**src/rtl/cache_pkg.sv**
```systemverilog
// Shared definitions for the cache miss-fill controller: address geometry,
// fill FSM state encoding and address field helpers.
package cache_pkg;

    localparam int LINE_IDX_W = 3;
    localparam int BYTE_IDX_W = 2;
    localparam int TAG_W      = 3;
    localparam int ADDR_W     = TAG_W + LINE_IDX_W + BYTE_IDX_W;
    localparam int N_LINES    = 1 << LINE_IDX_W;
    localparam int N_BYTES    = 1 << BYTE_IDX_W;

    // Clears the byte-offset field, leaving {tag,line,0}
    localparam logic [ADDR_W-1:0] LINE_MASK =
        {{(ADDR_W-BYTE_IDX_W){1'b1}}, {BYTE_IDX_W{1'b0}}};

    typedef enum logic [1:0] {
        IDLE   = 2'd0,
        REQ    = 2'd1,
        FILL   = 2'd2,
        COMMIT = 2'd3
    } fill_state_t;

    function automatic logic [TAG_W-1:0] addr_tag(input logic [ADDR_W-1:0] a);
        return a[ADDR_W-1 -: TAG_W];
    endfunction

    function automatic logic [LINE_IDX_W-1:0] addr_line(input logic [ADDR_W-1:0] a);
        return a[BYTE_IDX_W +: LINE_IDX_W];
    endfunction

    function automatic logic [BYTE_IDX_W-1:0] addr_off(input logic [ADDR_W-1:0] a);
        return a[BYTE_IDX_W-1:0];
    endfunction

    function automatic logic [ADDR_W-1:0] line_base(input logic [ADDR_W-1:0] a);
        return a & LINE_MASK;
    endfunction

endpackage

```
**src/rtl/cache_fill_ctrl_onehot_decoder.sv**
```systemverilog
// Binary-to-one-hot decoder; output is all zeros while en is low.
module onehot_decoder #(
    parameter int IN_W = 2
) (
    input  logic                   en,
    input  logic [IN_W-1:0]        sel,
    output logic [(1<<IN_W)-1:0]   dec
);

    // One comparator per output bit
    generate
        for (genvar gi = 0; gi < (1 << IN_W); gi++) begin : g_dec
            localparam logic [IN_W-1:0] IDX = IN_W'(gi);
            assign dec[gi] = en && (sel == IDX);
        end
    endgenerate

endmodule

```
**src/rtl/cache_fill_ctrl.sv**
```systemverilog
// Miss-fill controller for the direct-mapped cache data array.
// Requests a missing line from memory, steers each returned byte into the
// line registers (write enable + line/byte one-hot selects), then commits
// the tag. Optional macro CACHE_FILL_CRIT_FIRST_EN enables critical-byte-first
// fills: memory is given the full miss address and returns the missing byte
// first, with the byte counter wrapping around the line.
module cache_fill_ctrl
    import cache_pkg::*;
(
    input  logic                  clk,
    input  logic                  reset,
    input  logic                  miss_valid,
    input  logic [ADDR_W-1:0]     miss_addr,
    output logic                  busy,
    output logic                  fill_done,
    output logic                  mem_req,
    output logic [ADDR_W-1:0]     mem_addr,
    input  logic                  mem_ack,
    input  logic                  mem_rvalid,
    input  logic [7:0]            mem_rdata,
    output logic                  reg_write,
    output logic [N_LINES-1:0]    line_dec,
    output logic [N_BYTES-1:0]    byte_dec,
    output logic [7:0]            wr_data,
    output logic                  tag_write,
    output logic [TAG_W-1:0]      tag_data,
    output logic                  crit_valid
);

    localparam logic [BYTE_IDX_W-1:0] LAST_BEAT = '1;
    localparam logic [BYTE_IDX_W-1:0] ONE_BEAT  = BYTE_IDX_W'(1);

    // FSM and captured-miss state
    fill_state_t             state_q, state_d;
    logic [BYTE_IDX_W-1:0]   cnt_q, cnt_d;       // byte offset of the next beat
    logic [BYTE_IDX_W-1:0]   beats_q, beats_d;   // beats received in this fill
    logic [BYTE_IDX_W-1:0]   start_q, start_d;   // offset the first beat lands on
    logic [TAG_W-1:0]        tag_q, tag_d;
    logic [LINE_IDX_W-1:0]   line_q, line_d;
    logic [ADDR_W-1:0]       mem_addr_q, mem_addr_d;
    logic                    beat_fire;

    // Registered outputs
    logic                    busy_q, busy_d;
    logic                    fill_done_q, fill_done_d;
    logic                    mem_req_q, mem_req_d;
    logic                    reg_write_q, reg_write_d;
    logic [N_LINES-1:0]      line_dec_q, line_dec_d;
    logic [N_BYTES-1:0]      byte_dec_q, byte_dec_d;
    logic [7:0]              wr_data_q, wr_data_d;
    logic                    tag_write_q, tag_write_d;
    logic [TAG_W-1:0]        tag_data_q, tag_data_d;

    // State register: FSM state, counters and the captured miss
    always_ff @(posedge clk) begin
        if (reset) begin
            state_q    <= IDLE;
            cnt_q      <= '0;
            beats_q    <= '0;
            start_q    <= '0;
            tag_q      <= '0;
            line_q     <= '0;
            mem_addr_q <= '0;
        end else begin
            state_q    <= state_d;
            cnt_q      <= cnt_d;
            beats_q    <= beats_d;
            start_q    <= start_d;
            tag_q      <= tag_d;
            line_q     <= line_d;
            mem_addr_q <= mem_addr_d;
        end
    end

    // Next-state: capture the miss in IDLE, wait for ack, count beats, commit
    always_comb begin
        state_d    = state_q;
        cnt_d      = cnt_q;
        beats_d    = beats_q;
        start_d    = start_q;
        tag_d      = tag_q;
        line_d     = line_q;
        mem_addr_d = mem_addr_q;
        beat_fire  = 1'b0;
        unique case (state_q)
            IDLE: begin
                if (miss_valid) begin
                    state_d = REQ;
                    tag_d   = addr_tag(miss_addr);
                    line_d  = addr_line(miss_addr);
`ifdef CACHE_FILL_CRIT_FIRST_EN
                    mem_addr_d = miss_addr;
                    start_d    = addr_off(miss_addr);
`else
                    mem_addr_d = line_base(miss_addr);
                    start_d    = '0;
`endif
                end
            end
            REQ: begin
                // A beat arriving together with the ack is deliberately dropped
                if (mem_ack) begin
                    state_d = FILL;
                    cnt_d   = start_q;
                    beats_d = '0;
                end
            end
            FILL: begin
                if (mem_rvalid) begin
                    beat_fire = 1'b1;
                    cnt_d     = cnt_q + ONE_BEAT;
                    beats_d   = beats_q + ONE_BEAT;
                    if (beats_q == LAST_BEAT) begin
                        state_d = COMMIT;
                    end
                end
            end
            COMMIT: begin
                state_d = IDLE;
            end
            default: begin
                state_d = IDLE;
            end
        endcase
    end

    // One-hot selects for the byte being written this beat
    onehot_decoder #(.IN_W(LINE_IDX_W)) u_line_dec (
        .en  (beat_fire),
        .sel (line_q),
        .dec (line_dec_d)
    );

    onehot_decoder #(.IN_W(BYTE_IDX_W)) u_byte_dec (
        .en  (beat_fire),
        .sel (cnt_q),
        .dec (byte_dec_d)
    );

    // Output decode from the next state so every output is a flop
    always_comb begin
        busy_d      = (state_d != IDLE);
        mem_req_d   = (state_d == REQ);
        reg_write_d = beat_fire;
        wr_data_d   = beat_fire ? mem_rdata : 8'h00;
        tag_write_d = (state_d == COMMIT);
        fill_done_d = (state_d == COMMIT);
        tag_data_d  = (state_d == COMMIT) ? tag_q : '0;
    end

    // Output registers
    always_ff @(posedge clk) begin
        if (reset) begin
            busy_q      <= 1'b0;
            fill_done_q <= 1'b0;
            mem_req_q   <= 1'b0;
            reg_write_q <= 1'b0;
            line_dec_q  <= '0;
            byte_dec_q  <= '0;
            wr_data_q   <= '0;
            tag_write_q <= 1'b0;
            tag_data_q  <= '0;
        end else begin
            busy_q      <= busy_d;
            fill_done_q <= fill_done_d;
            mem_req_q   <= mem_req_d;
            reg_write_q <= reg_write_d;
            line_dec_q  <= line_dec_d;
            byte_dec_q  <= byte_dec_d;
            wr_data_q   <= wr_data_d;
            tag_write_q <= tag_write_d;
            tag_data_q  <= tag_data_d;
        end
    end

`ifdef CACHE_FILL_CRIT_FIRST_EN
    logic crit_valid_q, crit_valid_d;

    // The first beat of every fill carries the critical byte
    always_comb begin
        crit_valid_d = beat_fire && (beats_q == '0);
    end

    // Critical-byte pulse register
    always_ff @(posedge clk) begin
        if (reset) begin
            crit_valid_q <= 1'b0;
        end else begin
            crit_valid_q <= crit_valid_d;
        end
    end

    assign crit_valid = crit_valid_q;
`else
    assign crit_valid = 1'b0;
`endif

    assign busy      = busy_q;
    assign fill_done = fill_done_q;
    assign mem_req   = mem_req_q;
    assign mem_addr  = mem_addr_q;
    assign reg_write = reg_write_q;
    assign line_dec  = line_dec_q;
    assign byte_dec  = byte_dec_q;
    assign wr_data   = wr_data_q;
    assign tag_write = tag_write_q;
    assign tag_data  = tag_data_q;

endmodule

```
**config.mk**
```make
export PLATFORM = sky130hd
export DESIGN_NAME = cache_fill_ctrl
export DESIGN_NICKNAME = d
export VERILOG_FILES = /design/src/rtl/cache_pkg.sv /design/src/rtl/cache_fill_ctrl_onehot_decoder.sv /design/src/rtl/cache_fill_ctrl.sv
export SDC_FILE = /design/constraint.sdc
export NUM_CORES = 1
export LEC_CHECK = 0
export CORE_ASPECT_RATIO = 1.75
export CORE_MARGIN = 3
export CORE_UTILIZATION = 38
export DETAILED_ROUTE_END_ITERATION = 6
export HOLD_SLACK_MARGIN = 0.02
export PLACE_DENSITY = 0.72
export SLEW_MARGIN = 20
export SYNTH_ARGS = -nofsm -noshare
export SYNTH_HDL_FRONTEND = slang
export SYNTH_HIERARCHICAL = 1
export SYNTH_SLANG_ARGS = --single-unit
```
**constraint.sdc**
```tcl
create_clock -name clk -period 1.12 [get_ports clk]
set_input_delay 0.168 -clock clk [delete_from_list [all_inputs] [get_ports clk]]
set_output_delay 0.168 -clock clk [all_outputs]
set_load 0.02 [all_outputs]
```
==> results.py, run 1 <==
metrics = {
    "outcome": {
        "status": "finished with violations",
        "violations": "negative setup slack",
    },
    "route": {
        "wirelength_um": 3030,
        "postRouteAntennaNets": 0,
        "routed_via_density": 4.61,
        "routedWlPerCell_um": 12.6,
        "via_count": 1110,
        "drt_iter0_drc": 7,
        "drc_errors": 0,
        "dr.pass1.iters": 5,
    },
    "worst_setup_path": {
        "cp.arrival_ns": 1.34,
        "worstSetupPathType": "flip-flop to flip-flop",
        "slowest_delay_ns": 0.34,
        "crit_path_start_kind": "flip-flop",
        "cp_slowest_cell": "dfxtp_2",
        "cp_num_buf_inv": 2,
        "cp-end-kind": "flip-flop",
        "required_ns": 1.29,
        "worstPathMaxFanout": 6,
        "crit_family": "flip-flops",
        "crit_chain": "buf_4, nor3b_4, buf_6, mux2i_1, nor2_1",
    },
    "die": {
        "core-area_um2": 3500,
        "initial_core_util_pct": 40.7,
        "num_rows": 28,
        "die_h_um": 87.1,
        "die_area_um2": 4560,
        "io_pins": 58,
        "die_w_um": 52.3,
    },
    "synth": {
        "syn-cell-area_um2": 1430,
        "synth_edf_count": 0,
        "synth.ff_latch_count": 39,
        "synthArstFlopShare_pct": 0,
        "yosysWarnings": 6,
        "synth_top_area_cell": "dfxtp_1",
        "synthFlopType": "dfxtp_1",
        "syn_inst": 128,
        "yosysTopAreaCellShare_pct": 54.7,
        "ys_seq_area_share_pct": 54.7,
        "synth_area_leaders": "dfxtp_1, nor2b_1, and2_1",
        "avgSynthCellArea_um2": 11.2,
        "synth_cell_types": 37,
    },
    "grt": {
        "grt_pass1_vias": 1147,
        "track_usage_pct": 14.8,
        "grt_pass1_wl_um": 4970,
        "grt_max_degree": 19,
        "met1_usage_pct": 13.3,
        "grt.busiest_layer": "met2",
        "grtUsageMet2_pct": 27.9,
        "antenna_found_initial": 0,
        "met3_usage_pct": 4.63,
        "overflow": 0,
    },
    "place": {
        "port_buffers": 52,
        "placed_cells": 232,
        "dp_slack_ns": -0.296,
        "place_congestion": 0.876,
        "hpwlAfterDp_um": 2320,
    },
    "timing": {
        "min_period_over_period_pct": 105,
        "min_period_ns": 1.17,
        "fmax_mhz": 854,
        "finalSetupTns_ns": -0.397,
        "fin_ws_ns": -0.0504,
        "finalHoldViolCount": 0,
        "rsz0062_at_grt": "yes",
        "maxSlewViolCount": 0,
        "final-setup-viol-count": 15,
        "fin_worst_skew_ns": 0.00769,
    },
    "final_layout": {
        "finalCoreUtilization_pct": 61.6,
        "diodes": 0,
        "final_nets": 219,
        "multi_input_area_um2": 589,
        "final_cells": 241,
        "final_layout_size_suffix_gt1_share_pct": 26.5,
        "fillers": 299,
        "mostFrequentLayoutCells": "dfxtp_1, clkdlybuf4s50_1, clkdlybuf4s15_1, dlygate4sd2_1, buf_4",
        "syn_to_final_growth_pct": 51.1,
        "ff_latch_area_um2": 786,
        "final_common_cell": "dfxtp_1",
    },
    "clock_network": {
        "cts_root_buffer": "clkbuf_8",
        "htree_levels": 2,
        "cts_buffers": 5,
        "clk_pin_slew_ns": 0.07,
        "clockBufferDepth": 2,
        "ctsHoldBuffers": 0,
        "cts_tree": "built",
        "clock_latency_ns": 0.29,
        "cts.sinks": 39,
    },
    "worst_hold_path": {
        "hold_class": "input port to flip-flop",
    },
    "job": {
        "cap_violations": 0,
    },
    "pwr": {
        "power_density_nw_per_um2": 1230,
        "p_leak_nw": 0.948,
        "peakVddDrop_uv": 1060,
    },
}
what timing repair did:
action | 4_1_cts | 5_1_grt
pin swaps | 1 | 7
setup endpoints to repair | 68 | 48
buffers inserted | 2 | 1
resized for setup | 55 | 20
gates cloned | 0 | 0
worst paths after layout:
path / from / end / slack (ns) / depth (start not counted)
min: mem_rdata[4] / wr_data[4]$_SDFF_PP0_ / 0.44 / 2
max: state_q[0]$_SDFF_PP0_ / tag_q[0]$_SDFFE_PP0P_ / -0.05 / 5
min reg2reg: beats_q[1]$_SDFFE_PP0P_ / beats_q[1]$_SDFFE_PP0P_ / 0.48 / 2
max reg2reg: state_q[0]$_SDFF_PP0_ / tag_q[0]$_SDFFE_PP0P_ / -0.05 / 5
cell families (layout without fill, tap and decap cells):
family	count (synthesis)	in the layout	share of synthesized area, %
multiplexers	6	6	4.21
AO/OA/AOI/OAI	10	10	4.38
other	1	3	0.263
flip-flops	39	39	54.7
AND/OR/NAND/NOR	57	57	29.6
adder cells (fa/ha/maj)	1	1	0.876
XOR/XNOR	1	1	0.614
buffers and inverters	13	79	5.35
metal layers:
| layer | part of all wire [%] | routed length, um | vias up |
|---|---|---|---|
| li1 | - | - | 558 |
| met3 | 3.9 | 118 | 6 |
| met2 | 59 | 1800 | 25 |
| met4 | 1.9 | 57 | 0 |
| met1 | 35 | 1060 | 521 |
| met5 | 0 | 0 | - |
synth_stat cells (2+ instances only):
cell type	count
o21ai_0	3
and4b_2	3
dfxtp_1	39
nor3b_4	2
mux2i_1	6
and3b_1	2
nor2_1	7
a21oi_1	3
buf_4	5
and2_1	11
nor2b_1	12
and4bb_2	3
nand2_1	5
inv_1	4
area by class of cell:
type,instances,area share [%]
inverter,4,0.696
sequential,39,36.4
clock buffer,6,3.36
multi-input combinational,78,27.3
timing repair buffer,69,29.6
tap,45,2.61
metrics by stage:
step	hold WS [ns]	power, mW	instance area, um^2
after floorplan	0.290	1.66	1440
after global placement	0.454	1.81	2060
after detailed placement	0.469	1.82	2060
after CTS	0.436	2.66	2140
after global routing	0.432	2.75	2160
final	0.438	2.64	2160
sequential cells by signal, indices dropped and copies added (netlist names), 2 cells and up:
signal and cells:
line_dec 8, wr_data 8, byte_dec 4, tag_data 3, tag_q 3, beats_q 2
cnt_q 2, line_q 2, state_q 2
report_power, final:
group,total [mW],switching (mW),internal (mW)
Clock,0.850,0.436,0.415
Combinational,0.345,0.156,0.188
Sequential,1.45,0.0251,1.42
Note: power is estimated with default switching activity, not from simulation.
==> run 2, diff against run 1 <==
--- a/config.mk
+++ b/config.mk
@@ -10,7 +10,7 @@
 export CORE_UTILIZATION = 38
 export DETAILED_ROUTE_END_ITERATION = 6
 export HOLD_SLACK_MARGIN = 0.02
-export PLACE_DENSITY = 0.72
+export PLACE_DENSITY = 0.74
 export SLEW_MARGIN = 20
 export SYNTH_ARGS = -nofsm -noshare
 export SYNTH_HDL_FRONTEND = slang
==> run 2 against run 1 <==
Net effect:
- the run still ends with negative setup slack left
- critical path depth is 1 lower
- first-iteration DRC count is 43% higher
- design area is 0.70% lower
- clock-buffer cell count is 1 lower
- register-to-register slack better by 0.03 ns
- cell count is 0.41% higher
- clock power is 4.1% higher
- worst hold slack worse by 0.068 ns
- core utilization is 0.43 points lower
- critical path type unchanged
- highest routed layer unchanged
==> results.py, run 2 (synthesis gave the netlist of run 1 again) <==
metrics = {
    "outcome": {
        "status": "finished with violations",
        "violations": "negative setup slack",
    },
    "route": {
        "postRouteAntennaNets": 0,
        "wirelength_um": 3100,
        "routed_via_density": 4.57,
        "via_count": 1106,
        "routedWlPerCell_um": 12.8,
        "drt_iter0_drc": 10,
        "drc_errors": 0,
        "dr.pass1.iters": 4,
    },
    "timing": {
        "rsz0062_at_grt": "yes",
        "finalHoldViolCount": 0,
        "min_period_over_period_pct": 102,
        "maxSlewViolCount": 0,
        "min_period_ns": 1.14,
        "fin_ws_ns": -0.0175,
        "holdWs_ns": 0.370,
        "fin_worst_skew_ns": 0.00455,
        "final-setup-viol-count": 4,
        "fmax_mhz": 879,
    },
    "clock_network": {
        "clock_latency_ns": 0.29,
        "clockBufferDepth": 2,
        "ctsHoldBuffers": 0,
        "cts_tree": "built",
        "htree_levels": 2,
        "cts.sinks": 39,
        "cts_root_buffer": "clkbuf_8",
        "cts_buffers": 5,
        "clk_pin_slew_ns": 0.07,
    },
    "place": {
        "port_buffers": 52,
        "hpwlAfterDp_um": 2540,
        "place_area_um2": 2070,
        "place_congestion": 0.743,
        "placed_cells": 232,
        "dp_slack_ns": -0.291,
    },
    "pwr": {
        "swShare_pct": 24.1,
        "p_seq_share_pct": 54.1,
        "p_leak_nw": 0.949,
        "power_density_nw_per_um2": 1250,
        "peakVddDrop_uv": 1380,
        "p_sw_uw": 648,
        "p_comb_share_pct": 13.0,
        "p_int_mw": 2.04,
        "pwr-share-clk_pct": 32.9,
    },
    "final_layout": {
        "final_layout_size_suffix_gt1_share_pct": 28.4,
        "diodes": 0,
        "design_area_um2": 2140,
        "final_cells": 242,
        "final_common_cell": "dfxtp_1",
        "syn_to_final_growth_pct": 50.0,
        "mostFrequentLayoutCells": "dfxtp_1, clkdlybuf4s50_1, clkdlybuf4s15_1",
        "fillers": 303,
        "finalCoreUtilization_pct": 61.1,
        "final_nets": 218,
    },
    "die": {
        "io_pins": 58,
        "initial_core_util_pct": 40.7,
        "core-area_um2": 3500,
        "num_rows": 28,
        "die_area_um2": 4560,
        "die_w_um": 52.3,
        "die_h_um": 87.1,
    },
    "worst_setup_path": {
        "cp-end-kind": "flip-flop",
        "worstPathMaxFanout": 12,
        "required_ns": 1.34,
        "worstSetupPathType": "flip-flop to flip-flop",
        "cp.arrival_ns": 1.36,
        "crit_path_start_kind": "flip-flop",
    },
    "grt": {
        "grt_pass1_vias": 1126,
        "antenna_found_initial": 0,
        "track_usage_pct": 15.2,
        "grt_max_degree": 19,
        "grt_pass1_wl_um": 5020,
        "overflow": 0,
    },
    "job": {
        "cap_violations": 0,
    },
    "worst_hold_path": {
        "hold_class": "input port to flip-flop",
    },
}
[run 2: changes by cell type in the layout (fill, tap and decap cells not counted), moves of 2 or more]
| cell | change |
|---|---|
| buf_6 | -3 |
| mux2i_2 | +2 |
| clkdlybuf4s15_2 | -3 |
| dlygate4sd2_1 | -4 |
| and2_1 | +3 |
| and2_4 | -3 |
| mux2i_1 | -2 |
| clkdlybuf4s15_1 | +2 |
| clkinv_2 | +3 |
| clkbuf_2 | +4 |
[run 2: power by group through the flow]
| stage | clock network (mW) | logic [mW] | registers, mW |
|---|---|---|---|
| after floorplan | 0 | 0.143 | 1.51 |
| after global placement | 0 | 0.346 | 1.48 |
| after detailed placement | 0 | 0.358 | 1.49 |
| after CTS | 0.909 | 0.349 | 1.45 |
| after global routing | 0.960 | 0.378 | 1.46 |
| final | 0.885 | 0.349 | 1.45 |
[run 2: layer usage]
| metal | wire length (um) | share of wire (%) | track usage [%] | up-vias |
|---|---|---|---|---|
| met3 | 125 | 4.0 | 4.80 | 13 |
| li1 | - | - | - | 555 |
| met5 | 0 | 0 | 0 | - |
| met1 | 983 | 32 | 13.4 | 511 |
| met4 | 131 | 4.2 | 9.77 | 0 |
| met2 | 1860 | 60 | 27.8 | 27 |
[run 2: final timing paths]
kind	start	to	slack (ns)	cells after the start
setup / recovery	state_q[0]$_SDFF_PP0_	line_dec[0]$_SDFF_PP0_	-0.02	4
setup reg to reg	state_q[0]$_SDFF_PP0_	line_dec[0]$_SDFF_PP0_	-0.02	4
hold reg to reg	beats_q[0]$_SDFFE_PP0P_	beats_q[0]$_SDFFE_PP0P_	0.48	2
hold / removal	miss_valid	state_q[0]$_SDFF_PP0_	0.37	4
[run 2: what timing repair did]
action | CTS | global route
gates cloned | 0 | 0
buffers inserted | 0 | 2
gates resized for setup | 52 | 28
pin swaps | 1 | 8
endpoints found under the setup margin | 64 | 53
[run 2: layout make-up]
cell class / count / area (um^2) / area share (%)
Timing Repair Buffer: 68 / 611 / 28.5
Clock inverter: 3 / 15.0 / 0.701
Inverter: 4 / 15.0 / 0.701
Multi-Input combinational cell: 78 / 589 / 27.5
Tap cell: 45 / 56.3 / 2.63
Sequential cell: 39 / 787 / 36.7
Clock buffer: 5 / 68.8 / 3.21
[run 2: stage by stage]
stage	setup TNS, ns	power, mW
3_5_place_dp	-8.62	1.84
2_1_floorplan	-0.551	1.66
5_1_grt	-0.912	2.79
4_1_cts	-0.105	2.71
3_3_place_gp	-7.17	1.83
6_report	-0.0284	2.69
[run 2: critical path, cell delays in order, from the launching register on]
cell and delay (ns):
dfxtp_2 0.36, nand3b_1 0.19, inv_2 0.15, nor4b_2 0.20
nor2b_1 0.16
==> run 3, diff against run 2 <==
--- a/config.mk
+++ b/config.mk
@@ -11,7 +11,7 @@
 export DETAILED_ROUTE_END_ITERATION = 6
 export HOLD_SLACK_MARGIN = 0.02
 export PLACE_DENSITY = 0.74
-export SLEW_MARGIN = 20
+export SLEW_MARGIN = 5
 export SYNTH_ARGS = -nofsm -noshare
 export SYNTH_HDL_FRONTEND = slang
 export SYNTH_HIERARCHICAL = 1
==> results of run 3 <==
Same layout as run 2: the final DEF is identical, and so are final timing and power.
